File: src/rtl/uart_tx_queue.sv
// Byte FIFO and send sequencer feeding the uart transmitter, one frame at a time.
// Optional REQ watchdog that discards a stuck byte: define UART_TXQ_TIMEOUT_EN.
module uart_tx_queue #(
    parameter int unsigned DEPTH_LOG2     = 4,
    parameter int unsigned TIMEOUT_CYCLES = 150000
) (
    input  logic                  clk,
    input  logic                  rst,
    input  logic                  wr_en,
    input  logic [7:0]            wr_data,
    output logic                  full,
    output logic                  empty,
    output logic [DEPTH_LOG2:0]   count,
    output logic                  overflow,
    output logic                  send,
    output logic [7:0]            send_data,
    input  logic                  send_done,
    output logic                  busy,
    output logic                  drop
);

    localparam int unsigned DEPTH = 1 << DEPTH_LOG2;
    localparam int unsigned CW    = DEPTH_LOG2 + 1;

    typedef enum logic [1:0] {StIdle, StLoad, StReq, StDrain} state_e;

    logic [7:0]            mem_q [DEPTH];
    logic [DEPTH_LOG2-1:0] wr_ptr_q;
    logic [DEPTH_LOG2-1:0] rd_ptr_q;
    logic [CW-1:0]         count_q;
    logic                  overflow_q;
    logic                  send_q;
    logic [7:0]            send_data_q;
    logic                  drop_q;
    logic                  send_done_q;
    state_e                state_q;

    logic do_write;
    logic do_pop;
    logic req_done;
    logic req_timeout;

    assign full     = (count_q == CW'(DEPTH));
    assign empty    = (count_q == '0);
    // Full is taken from the registered count, so a same-cycle pop cannot make room.
    assign do_write = wr_en && !full;
    assign req_done = (state_q == StReq) && send_done_q;
    assign do_pop   = req_done || req_timeout;

`ifdef UART_TXQ_TIMEOUT_EN
    logic [19:0] wd_q;

    // Normal completion takes priority over an expiring watchdog.
    assign req_timeout = (state_q == StReq) && !send_done_q &&
                         (wd_q == 20'(TIMEOUT_CYCLES - 1));

    always_ff @(posedge clk) begin
        if (rst) begin
            wd_q <= '0;
        end else if (state_q == StLoad) begin
            wd_q <= '0;
        end else if (state_q == StReq) begin
            wd_q <= wd_q + 20'd1;
        end
    end
`else
    assign req_timeout = 1'b0;
`endif

    always_ff @(posedge clk) begin
        if (do_write) begin
            mem_q[wr_ptr_q] <= wr_data;
        end
    end

    always_ff @(posedge clk) begin
        if (rst) begin
            wr_ptr_q   <= '0;
            rd_ptr_q   <= '0;
            count_q    <= '0;
            overflow_q <= 1'b0;
        end else begin
            overflow_q <= wr_en && full;
            if (do_write) begin
                wr_ptr_q <= wr_ptr_q + DEPTH_LOG2'(1);
            end
            if (do_pop) begin
                rd_ptr_q <= rd_ptr_q + DEPTH_LOG2'(1);
            end
            if (do_write && !do_pop) begin
                count_q <= count_q + CW'(1);
            end else if (!do_write && do_pop) begin
                count_q <= count_q - CW'(1);
            end
        end
    end

    always_ff @(posedge clk) begin
        if (rst) begin
            state_q     <= StIdle;
            send_q      <= 1'b0;
            send_data_q <= 8'h00;
            drop_q      <= 1'b0;
            send_done_q <= 1'b0;
        end else begin
            send_done_q <= send_done;
            drop_q      <= req_timeout;
            case (state_q)
                StIdle: begin
                    if (!empty) begin
                        state_q <= StLoad;
                    end
                end
                StLoad: begin
                    send_data_q <= mem_q[rd_ptr_q];
                    send_q      <= 1'b1;
                    state_q     <= StReq;
                end
                StReq: begin
                    if (do_pop) begin
                        send_q  <= 1'b0;
                        state_q <= StDrain;
                    end
                end
                StDrain: begin
                    // Hold off until the uart has left its stop state.
                    if (!send_done_q) begin
                        state_q <= StIdle;
                    end
                end
                default: state_q <= StIdle;
            endcase
        end
    end

    assign count     = count_q;
    assign overflow  = overflow_q;
    assign send      = send_q;
    assign send_data = send_data_q;
    assign drop      = drop_q;
    assign busy      = (state_q != StIdle) || !empty;

endmodule

File: config.mk
export PLATFORM = sky130hd
export DESIGN_NAME = uart_tx_queue
export DESIGN_NICKNAME = d
export VERILOG_FILES = /design/src/rtl/uart_tx_queue.sv
export SDC_FILE = /design/constraint.sdc
export NUM_CORES = 1
export LEC_CHECK = 0
export CAP_MARGIN = 30
export CORE_ASPECT_RATIO = 0.6
export CORE_MARGIN = 1
export CORE_UTILIZATION = 50
export CTS_CLUSTER_DIAMETER = 30
export DETAILED_ROUTE_END_ITERATION = 16
export DONT_BUFFER_PORTS = 1
export PLACE_DENSITY = 0.7
export SLEW_MARGIN = 20
export SYNTH_ARGS = -nofsm -noshare
export SYNTH_HDL_FRONTEND = slang
export SYNTH_SLANG_ARGS = --single-unit
File: constraint.sdc
create_clock -name clk -period 4.8 [get_ports clk]
set_clock_uncertainty 0.05 [all_clocks]
set_input_delay 0.72 -clock clk [delete_from_list [all_inputs] [get_ports clk]]
set_output_delay 0.72 -clock clk [all_outputs]
set_load 0.05 [all_outputs]
* Word level (Yosys, flattened, before mapping)
Memories as Yosys holds them, arrays and structs flattened. A register that Yosys moved wholly into a read port is not among the register bits. Index checks and enable logic that the tools add are counted.
Storage, ports and cells: bits in read-only memories 0, memories 1, bits in latches 0, bits in writable memories 128, flip-flop bits (word level) 18, output and inout bits 19, word-level logic and storage cells 46, input port bits 12
Memories:
- mem_q | words 16, bits a word 8, read ports 1, clocked after memory_dff 1, write ports 1, line 27 | logic [7:0] mem_q [DEPTH];
Operators by class: $add $sub $neg 4, equality and inequality tests 7, div/mod/pow operators 0, muxes and demuxes 10, bitwise operators 0, reduce and logical (&&, ||, !) cells 17, $lt $le $gt $ge 0, multipliers 0, shift-type cells 0
Operator list (count):
- $mux W5 | 2
- $add A4 B1 Y4 const B | 2
- $pmux W2 S4 | 1
- $mux W2 | 3
- $ne A2 B2 Y1 const B | 3
- $reduce_bool A2 Y1 | 3
- $add A5 B1 Y5 const B | 1
- $eq A5 B5 Y1 const B | 1
- $logic_and A1 B1 Y1 | 5
- $logic_not A5 Y1 | 1
- $sub A5 B1 Y5 const B | 1
- $eq A2 B2 Y1 const B | 2
- $logic_not A1 Y1 | 4
- $mux W1 | 3
- $reduce_and A3 Y1 | 1
- $eq A2 B1 Y1 const B | 1
- $logic_not A2 Y1 | 1
- $pmux W1 S2 | 1
- $reduce_and A2 Y1 | 1
- $logic_or A1 B1 Y1 | 1

* Longest topological paths before layout
Gate-level depths: netlist of run 1.
depth in word-level cells 7, mapped depth 10, mapped depth without buffers 10

* Worst setup path after synthesis of run 1
Ideal clock, no wire load.
path kind register -> output, start point register count_q[0], in the netlist count[0], end point output port busy, required time 4.030 ns, data arrival time 2.407 ns, path slack 1.623 ns, cell stages (with the launch flop) 4, path through dfxtp_1 or4_1 nor2_1 nand2_1
On the way: longest elaborated chain between the ends 3
Ends and longest elaborated chain:
- from (decl) | line 30 | logic [CW-1:0] count_q;
- from (signal assigned) | line 91 | count_q <= count_q + CW'(1);
- from (signal assigned) | line 93 | count_q <= count_q - CW'(1);
- $logic_not A5 Y1 | line 44 | assign empty = (count_q == '0);
- via empty | line 12 | output logic empty,
- $logic_not A1 Y1 | line 141 | assign busy = (state_q != StIdle) || !empty;
- $logic_or A1 B1 Y1 | line 141
- to (decl) | line 18 | output logic busy,
The timed path passes the listed nets, and every way through them passes these cells.

* Final worst setup path of run 1
start point register count_q[0], in the netlist count[0], end point register count_q[4], in the netlist count[4]
On the way: longest elaborated chain between the ends 6, elaborated cells on any way between the ends 11, those cells by class add/sub: 2; eq/ne: 1; mux: 2; reduce/logical: 6
Ends and longest elaborated chain:
- $eq A5 B5 Y1 (*) | line 43 | assign full = (count_q == CW'(DEPTH));
- $logic_not A1 Y1 (*) | line 46 | assign do_write = wr_en && !full;
- $logic_and A1 B1 Y1 (*) | line 46
- via do_write | line 38 | logic do_write;
- $logic_not A1 Y1 | line 92 | end else if (!do_write && do_pop) begin
- $logic_and A1 B1 Y1 | line 92
- $reduce_bool A2 Y1 (no source line)
The timed path passes the listed nets; every way through them passes the cells marked *. The select of a mux whose other input is x is not followed. A chain may end at the register's enable or synchronous reset.

==> results of run 1 <==
==> path summary, 6_finish.rpt <==
kind,depth (start not counted),slack [ns],from,endpoint
worst max register to register,9,1.33,count[0],count[4]
worst min register to register,2,0.45,rd_ptr_q[3],rd_ptr_q[3]
worst min-delay path,1,0.31,rst,rd_ptr_q[3]
worst max-delay path,9,1.33,count[0],count[4]
==> critical path, stage by stage, from the launching register on <==
cell,delay [ns]
dfxtp_1,0.54
nor4_1,0.71
a21oi_1,0.34
ha_1,0.33
inv_1,0.17
ha_1,0.30
a21o_1,0.20
a21oi_1,0.17
mux2i_1,0.21
mux2_2,0.34
==> cell type report <==
type	count	share of cell area
Sequential cell	154	0.623
Multi-Input combinational cell	195	0.247
Timing Repair Buffer	9	0.0146
Clock inverter	15	0.0204
Inverter	8	0.00429
Clock buffer	17	0.0607
Tap cell	165	0.0295
==> state kept, by name, indices dropped and copies added, names as in the netlist <==
signal,count
wr_ptr_q,4
overflow,1
rd_ptr_q,4
state_q,2
send_data,8
send_done_q,1
send,1
mem_q,128
count,5
==> power by group through the flow <==
stage | Sequential (mW) | Combinational [mW] | Clock, mW
after CTS | 1.76 | 0.516 | 1.30
after detailed placement | 1.79 | 0.511 | 0
final | 1.76 | 0.518 | 1.28
after global placement | 1.79 | 0.495 | 0
after floorplan | 1.77 | 0.407 | 0
after global routing | 1.78 | 0.577 | 1.36
==> layout by cell type, fill, tap and decap left out, types with 2 or more instances in the layout <==
cell	instances
a2111oi_0	8
a211oi_1	10
a21o_1	2
a21oi_1	7
a221o_1	8
buf_16	2
buf_2	2
buf_4	5
clkbuf_16	17
clkinv_2	2
clkinv_4	4
clkinvlp_4	4
dfxtp_1	25
edfxtp_1	128
ha_1	14
inv_1	8
inv_6	3
mux2_2	26
mux2i_1	12
mux4_2	16
nand2_1	8
nand2b_1	4
nand3_1	6
nor2_1	32
nor2b_1	10
nor3_1	4
nor4_1	2
o22ai_1	8
xnor2_1	3
xor2_1	5
==> kinds of logic (layout without fill, tap and decap cells) <==
group	count (synthesis)	after routing	synth area share
compound gates	47	47	0.0578
xor+xnor	8	8	0.0113
fa+ha+maj	15	15	0.0314
buf+inv	25	49	0.0189
flops	154	154	0.703
mux	54	54	0.125
other cells	1	1	0.000604
simple gates	70	70	0.0526
==> routing by layer <==
metal / global-route usage / up-vias / wire length (µm)
li1: - / 1489 / -
met1: 0.306 / 1609 / 5740
met2: 0.305 / 88 / 5340
met3: 0.0747 / 10 / 1310
met4: 0.0775 / 0 / 108
met5: 0 / - / 0
==> stage by stage <==
step                      hold WS (ns)  cells  setup slack [ns]  cell area [µm²]  utilization
after global placement           0.423    527              1.55             6370        0.528
final                            0.310    563              1.33             7010        0.581
after CTS                        0.285    561              1.40             6950        0.576
after global routing             0.285    563              1.17             7010        0.581
after floorplan                  0.422    374              1.62             6210            -
after detailed placement         0.440    529              1.46             6380        0.529
==> cell usage after synthesis (5+ instances only) <==
cell type | count | area (µm²)
a2111oi_0 | 8 | 70.1
a211oi_1 | 10 | 75.1
a21oi_1 | 7 | 35.0
a221o_1 | 8 | 80.1
buf_1 | 5 | 18.8
dfxtp_1 | 26 | 521
edfxtp_1 | 128 | 3840
ha_1 | 14 | 175
inv_1 | 8 | 30.0
mux2_2 | 26 | 293
mux2i_1 | 12 | 120
mux4_2 | 16 | 360
nand2_1 | 8 | 30.0
nand3_1 | 6 | 30.0
nor2_1 | 32 | 120
nor2b_1 | 10 | 62.6
nor3_1 | 5 | 25.0
o22ai_1 | 8 | 50.1
xor2_1 | 5 | 43.8
==> flow_summary_export.csv, run 1 <==
group,metric,value,unit
outcome,outcome,"finished, final reports clean",
final_layout,syn2layout_area_growth,12.8,%
min_path,hold_path.class,"primary input to flop",
sta,fin_crit_sh,0.724,
clocking,htree_levels,4,
global_route,grt_pass1_wl,19.2,mm
final_layout,multi_input_area,1730,µm²
synthesis,synth.cell_area,6210,µm²
sta,setup_viol,0,
sta,worstMarginPinSlew,0.882,ns
global_route,grt_pass1_vias,3223,
placed_design,place_hpwl,8.07,mm
route,drtIter0Drc,324,
synthesis,postSynthAreaPerCell,16.6,µm²
pwr,totalPowerFinal,3.57,mW
route,drt.antenna.violating_nets,0,
clocking,cts_buffers,17,
pwr,seqPwrFrac,0.495,
synthesis,synthCells,374,
placed_design,port_buffers,0,
clocking,cts_tree,"yes",
route,wl_per_cell,22.2,µm
pwr,power_leakage,2.27,nW
sta,setup_tns,0,ns
clocking,clk_pin_slew,0.06,ns
global_route,grt_overflow,0,
global_route,grtUsageTotal,0.214,
worst_setup_path,crit_type,"flop to flop",
clocking,clock_sinks,154,
sta,hold_viol_final,0,
pwr,ir_drop,0.222,mV
final_layout,register_area,4370,µm²
floorplan,fp.dieH,88.3,µm
pwr,combPwrFrac,0.145,
pwr,p_per_area,509,nW/µm²
floorplan,ios,31,
synthesis,ys_ff_latch,154,
clocking,clk_latency,0.42,ns
flow_run,maxCapViolations,0,
floorplan,coreArea,12100,µm²
synthesis,ys_async_sr_fraction,0,
synthesis,yosysSeqAreaShare,0.703,
floorplan,die_x,146,µm
worst_setup_path,arrival,3.74,ns
final_layout,drive_gt1_frac,0.219,
floorplan,fp-row-count,31,
final_layout,n_antenna_cell,0,
pwr,switching_share,0.308,
global_route,grt_max_degree,41,
worst_setup_path,worstPathRequired,5.06,ns
worst_setup_path,cp-start-kind,"flop",
route,post-route-drc-count,0,
clocking,cts_hold_buffers,0,
worst_setup_path,cp_max_fo,6,
final_layout,final.fill_count,922,
synthesis,synth_warnings,0,
synthesis,ys.flop_type,"edfxtp_1",
worst_setup_path,end_kind,"flop",
pwr,power.switching,1.10,mW
synthesis,synth_fp_nets,401,
synthesis,synth_cell_types,36,
route,viasPerCell,5.68,
floorplan,start_util,0.515,
sta,rsz0062_at_grt,"false",
placed_design,gp_congestion,0.754,
sta,slew_headroom,0.410,
global_route,antenna_found_initial,1,
clocking,clk_path_buf_depth,2,
clocking,postCtsSetupRepairBufs,0,
pwr,pwr-share-clk,0.360,
clocking,clockRootBuffer,"clkbuf_16",
pwr,internal_power,2.47,mW
floorplan,die-area,12900,µm²
sta,fin_crit,3.47,ns
clocking,ctsResizeCount,0,
route,drt-total-wl,12.5,mm
route,vias,3196,
sta,max_freq,288,MHz
synthesis,synth_edf_count,128,
sta,slew_violations,0,
route,dr.pass1.iters,7,
final_layout,nets,412,
Power figures use the tool's default switching activity.
==> inputs of run 2 (changes only) <==
PLACE_DENSITY = 0.73   (was 0.7)
clock period = 3.1 ns   (was 4.8 ns; I/O delays follow)
==> flow_summary_export.csv, run 2 (same netlist as run 1, synthesis figures left out) <==
group,metric,value,unit
global_route,grt_pass1_vias,3398,
worst_setup_path,ff2ff_setup_slack,0.23,ns
final_layout,n_antenna_cell,0,
clocking,clock_sinks,154,
sta,setup_viol,0,
placed_design,gp_congestion,0.857,
route,drtIter0Drc,248,
final_layout,syn2layout_area_growth,15.6,%
sta,worstMarginPinSlew,1.01,ns
pwr,power_leakage,2.38,nW
sta,fin_crit_sh,0.925,
floorplan,die-area,12900,µm²
final_layout,post-route-util,0.595,
sta,worst_slack,0.231,ns
global_route,grt_max_degree,24,
floorplan,coreArea,12100,µm²
route,viasPerCell,5.73,
final_layout,register_area,4370,µm²
floorplan,start_util,0.515,
route,vias,3318,
placed_design,place_hpwl,8.31,mm
pwr,ir_drop,0.424,mV
route,wl_per_cell,21.5,µm
route,drt.antenna.violating_nets,0,
sta,fin_crit,2.87,ns
worst_setup_path,arrival,3.12,ns
worst_setup_path,worstPathRequired,3.36,ns
global_route,grt_overflow,0,
placed_design,place_area,6510,µm²
clocking,ctsResizeCount,0,
global_route,grtUsageTotal,0.214,
floorplan,fp-row-count,31,
clocking,cts_buffers,17,
final_layout,largest_reg_flops,128,
outcome,outcome,"finished, final reports clean",
worst_setup_path,cp-start-kind,"flop",
global_route,grtUsageMet2,0.310,
pwr,p_per_area,828,nW/µm²
route,dr.pass1.iters,4,
final_layout,regMostFlops,"mem_q",
min_path,hold_path.class,"primary input to flop",
clocking,clk_pin_slew,0.06,ns
floorplan,ios,31,
sta,max_freq,349,MHz
global_route,grt_pass1_wl,19.5,mm
clocking,cts_hold_buffers,0,
global_route,busiest_layer,"met2",
clocking,postCtsSetupRepairBufs,0,
final_layout,final_design_area_no_fill,7180,µm²
sta,slew_violations,0,
worst_setup_path,critPathSlowestCell,"nor4_1",
clocking,clk_latency,0.42,ns
worst_setup_path,crit_chain,"nor4_1, a21oi_1, ha_1, inv_1, ha_1, a21o_1, a21oi_1, mux2i_1, mux2_2",
clocking,cts_tree,"yes",
final_layout,final_common_cell,"edfxtp_1",
route,drt-total-wl,12.5,mm
placed_design,dp_cells,546,
placed_design,pre_cts_slack,0.318,ns
final_layout,drive_gt1_frac,0.244,
sta,whs,0.0568,ns
worst_setup_path,cp_max_fo,5,
sta,setup_tns,0,ns
sta,slew_headroom,0.327,
sta,rsz0062_at_grt,"false",
worst_setup_path,end_kind,"flop",
clocking,clockRootBuffer,"clkbuf_16",
pwr,totalPowerFinal,5.94,mW
final_layout,nets,428,
worst_setup_path,slowest_delay,0.53,ns
final_layout,stdcell_count,579,
global_route,grtUsageMet1,0.303,
flow_run,maxCapViolations,0,
global_route,antenna_found_initial,0,
clocking,clk_path_buf_depth,2,
final_layout,multi_input_area,1730,µm²
sta,hold_viol_final,0,
placed_design,port_buffers,0,
floorplan,die_x,146,µm
floorplan,fp.dieH,88.3,µm
clocking,htree_levels,4,
final_layout,layout_common_cells,"edfxtp_1, nor2_1, mux2_2",
final_layout,final.fill_count,886,
worst_setup_path,crit_type,"flop to flop",
route,post-route-drc-count,0,
global_route,use_met3,0.0711,
## run 2: cell types whose count changed in the layout (fill, tap and decap cells not counted), moves of 2 or more
cell       change
buf_16         -2
buf_2          -2
buf_4         +20
clkinv_2       -2
bufinv_16      +4
## run 2: area by class of cell
class	instances	share of cell area
clock inverter	13	0.0302
timing repair buffer	25	0.0262
clock buffer	19	0.0617
inverter	8	0.00418
sequential	154	0.608
tap	165	0.0288
multi-input combinational	195	0.241
## run 2: path summary, 6_finish.rpt
kind,start,endpoint,cells after the start
max reg2reg,count[0],count[4],9
max,count[0],count[4],9
min,rst,rd_ptr_q[2],1
min reg2reg,send_done_q,rd_ptr_q[1],2
## run 2: power breakdown
| group | total, mW | internal, mW | switching, mW |
|---|---|---|---|
| clock | 2.28 | 1.46 | 0.823 |
| combinational | 1.07 | 0.406 | 0.660 |
| sequential | 2.59 | 2.39 | 0.205 |
| total | 5.94 | 4.25 | 1.69 |
## run 2: worst max-delay path, delay by kind of cell (launching register included)
family | cells | cell delay (ns)
buffers and inverters | 1 | 0.18
flip-flops | 1 | 0.31
AND/OR/NAND/NOR | 1 | 0.53
adder cells (fa/ha/maj) | 2 | 0.56
multiplexers | 2 | 0.56
AO/OA/AOI/OAI | 3 | 0.58
## run 2: per-layer routing
metal	wire length, µm	vias to the layer above
li1	-	1526
met2	5280	100
met5	0	-
met3	849	14
met4	159	0
met1	6180	1678
==> inputs of run 3 (changes only) <==
CORE_MARGIN = 8   (was 1)
==> flow_summary_export.csv, run 3 (same netlist as run 1, synthesis figures left out) <==
group,metric,value,unit
floorplan,die_x,160,µm
final_layout,largest_reg_flops,128,
sta,fin_crit,2.85,ns
placed_design,dp_cells,546,
worst_setup_path,ff2ff_setup_slack,0.25,ns
worst_setup_path,worst-path-buf-inv,2,
flow_run,maxCapViolations,0,
global_route,antenna_found_initial,0,
final_layout,drive_gt1_frac,0.245,
route,drtIter0Drc,270,
global_route,grt_max_degree,31,
pwr,ir_drop,0.450,mV
final_layout,post-route-util,0.589,
clocking,cts_tree,"yes",
route,drt-total-wl,12.4,mm
pwr,seqPwrFrac,0.445,
worst_setup_path,arrival,3.10,ns
final_layout,regMostFlops,"mem_q",
clocking,clk_pin_slew,0.07,ns
sta,setup_viol,0,
worst_setup_path,critPathSlowestCell,"fa_1",
final_layout,multi_input_area,1730,µm²
worst_setup_path,worstSetupPathDepth,10,
global_route,grt_pass1_wl,19.1,mm
final_layout,n_antenna_cell,0,
clocking,ctsResizeCount,0,
placed_design,place_hpwl,8.48,mm
final_layout,stdcell_count,578,
placed_design,pre_cts_slack,0.287,ns
worst_setup_path,crit_chain,"inv_1, ha_1, nand2_1, ha_1, inv_1, fa_1, a21o_1, a21oi_1, mux2i_1, mux2_2",
clocking,postCtsSetupRepairBufs,0,
placed_design,place_area,6520,µm²
sta,hold_viol_final,0,
clocking,clk_path_buf_depth,2,
final_layout,layout_common_cells,"edfxtp_1, nor2_1, mux2_2",
route,viasPerCell,5.76,
pwr,power_leakage,2.37,nW
pwr,switching_share,0.298,
floorplan,start_util,0.513,
floorplan,ios,31,
worst_setup_path,r2r_end,"count[4]",
clocking,cts_hold_buffers,0,
clocking,htree_levels,4,
sta,fin_crit_sh,0.920,
clocking,clk_latency,0.42,ns
worst_setup_path,reg2reg_depth,10,
min_path,hold_end,"rd_ptr_q[1]",
worst_setup_path,worstPathRequired,3.35,ns
route,vias,3329,
floorplan,fp-row-count,31,
floorplan,coreArea,12100,µm²
sta,setup_tns,0,ns
final_layout,final.fill_count,881,
route,dr.pass1.iters,5,
worst_setup_path,cp_max_fo,6,
final_layout,final_common_cell,"edfxtp_1",
clocking,clock_sinks,154,
pwr,pwr-share-clk,0.369,
sta,rsz0062_at_grt,"false",
route,post-route-drc-count,0,
min_path,worstHoldPathCells,1,
global_route,grt_overflow,0,
worst_setup_path,end_kind,"flop",
placed_design,gp_congestion,0.822,
route,wl_per_cell,21.5,µm
outcome,outcome,"finished, final reports clean",
sta,worstMarginPinSlew,0.912,ns
final_layout,syn2layout_area_growth,14.8,%
worst_setup_path,cpLargestDelayFamily,"adder cells",
placed_design,port_buffers,0,
route,drt.antenna.violating_nets,0,
worst_setup_path,cp-startpoint,"state_q[0]",
worst_setup_path,crit_type,"flop to flop",
clocking,cts_buffers,17,
pwr,combPwrFrac,0.186,
worst_setup_path,timing.rr.start,"state_q[0]",
sta,slew_headroom,0.390,
worst_setup_path,cp-start-kind,"flop",
global_route,grt_pass1_vias,3309,
sta,slew_violations,0,
sta,worst_slack,0.247,ns
global_route,grtUsageTotal,0.158,
min_path,hold_path.startpoint,"rst",
pwr,power.switching,1.74,mW
pwr,totalPowerFinal,5.82,mW
sta,whs,0.0593,ns
floorplan,fp.dieH,102,µm
clocking,clockRootBuffer,"clkbuf_16",
final_layout,nets,427,
floorplan,die-area,16400,µm²
pwr,internal_power,4.09,mW
min_path,hold_path.class,"primary input to flop",
worst_setup_path,slowest_delay,0.42,ns
pwr,p_per_area,817,nW/µm²
final_layout,final_design_area_no_fill,7130,µm²
sta,max_freq,351,MHz
final_layout,register_area,4370,µm²
## run 3: cell types whose count changed in the layout (fill, tap and decap cells not counted), moves of 2 or more
cell,change
clkinvlp_4,-2
inv_6,+3
inv_8,+2
bufinv_16,-2
## run 3: power by group through the flow
stage          Sequential (mW)  Combinational, mW  Clock, mW
6_report                  2.59               1.08       2.15
5_1_grt                   2.61               1.17       2.26
4_1_cts                   2.60               1.08       2.17
3_5_place_dp              2.64               1.07          0
3_3_place_gp              2.63               1.04          0
2_1_floorplan             2.73              0.630          0
## run 3: cell type report
class | instances | share of cell area
repair buffers | 24 | 0.0253
clock inverters | 14 | 0.0261
flip-flops and latches | 154 | 0.612
inverters | 8 | 0.00421
multi-input cells | 195 | 0.243
clock buffers | 18 | 0.0602
well taps | 165 | 0.0290
## run 3: worst max-delay path by stage
stage	endpoint	slack (ns)
3_3_place_gp	count[4]	0.41
3_5_place_dp	count[4]	0.29
4_1_cts	count[4]	0.25
6_report	count[4]	0.25
2_1_floorplan	count[4]	0.05
5_1_grt	count[4]	0.11
## run 3: worst reg2reg max path, cell delays in order (launching register included)
cell     delay [ns]
dfxtp_1        0.37
inv_1          0.11
ha_1           0.27
nand2_1        0.23
ha_1           0.22
inv_1          0.11
fa_1           0.42
a21o_1         0.18
a21oi_1        0.19
mux2i_1        0.23
mux2_2         0.35
## run 3: metal layers
metal  up-vias  global-route usage  routed length, µm
met2        93               0.233               5460
met5         -                   0                  0
met4         0              0.0529                116
li1       1522                   -                  -
met1      1701               0.217               5830
met3        13              0.0539               1010
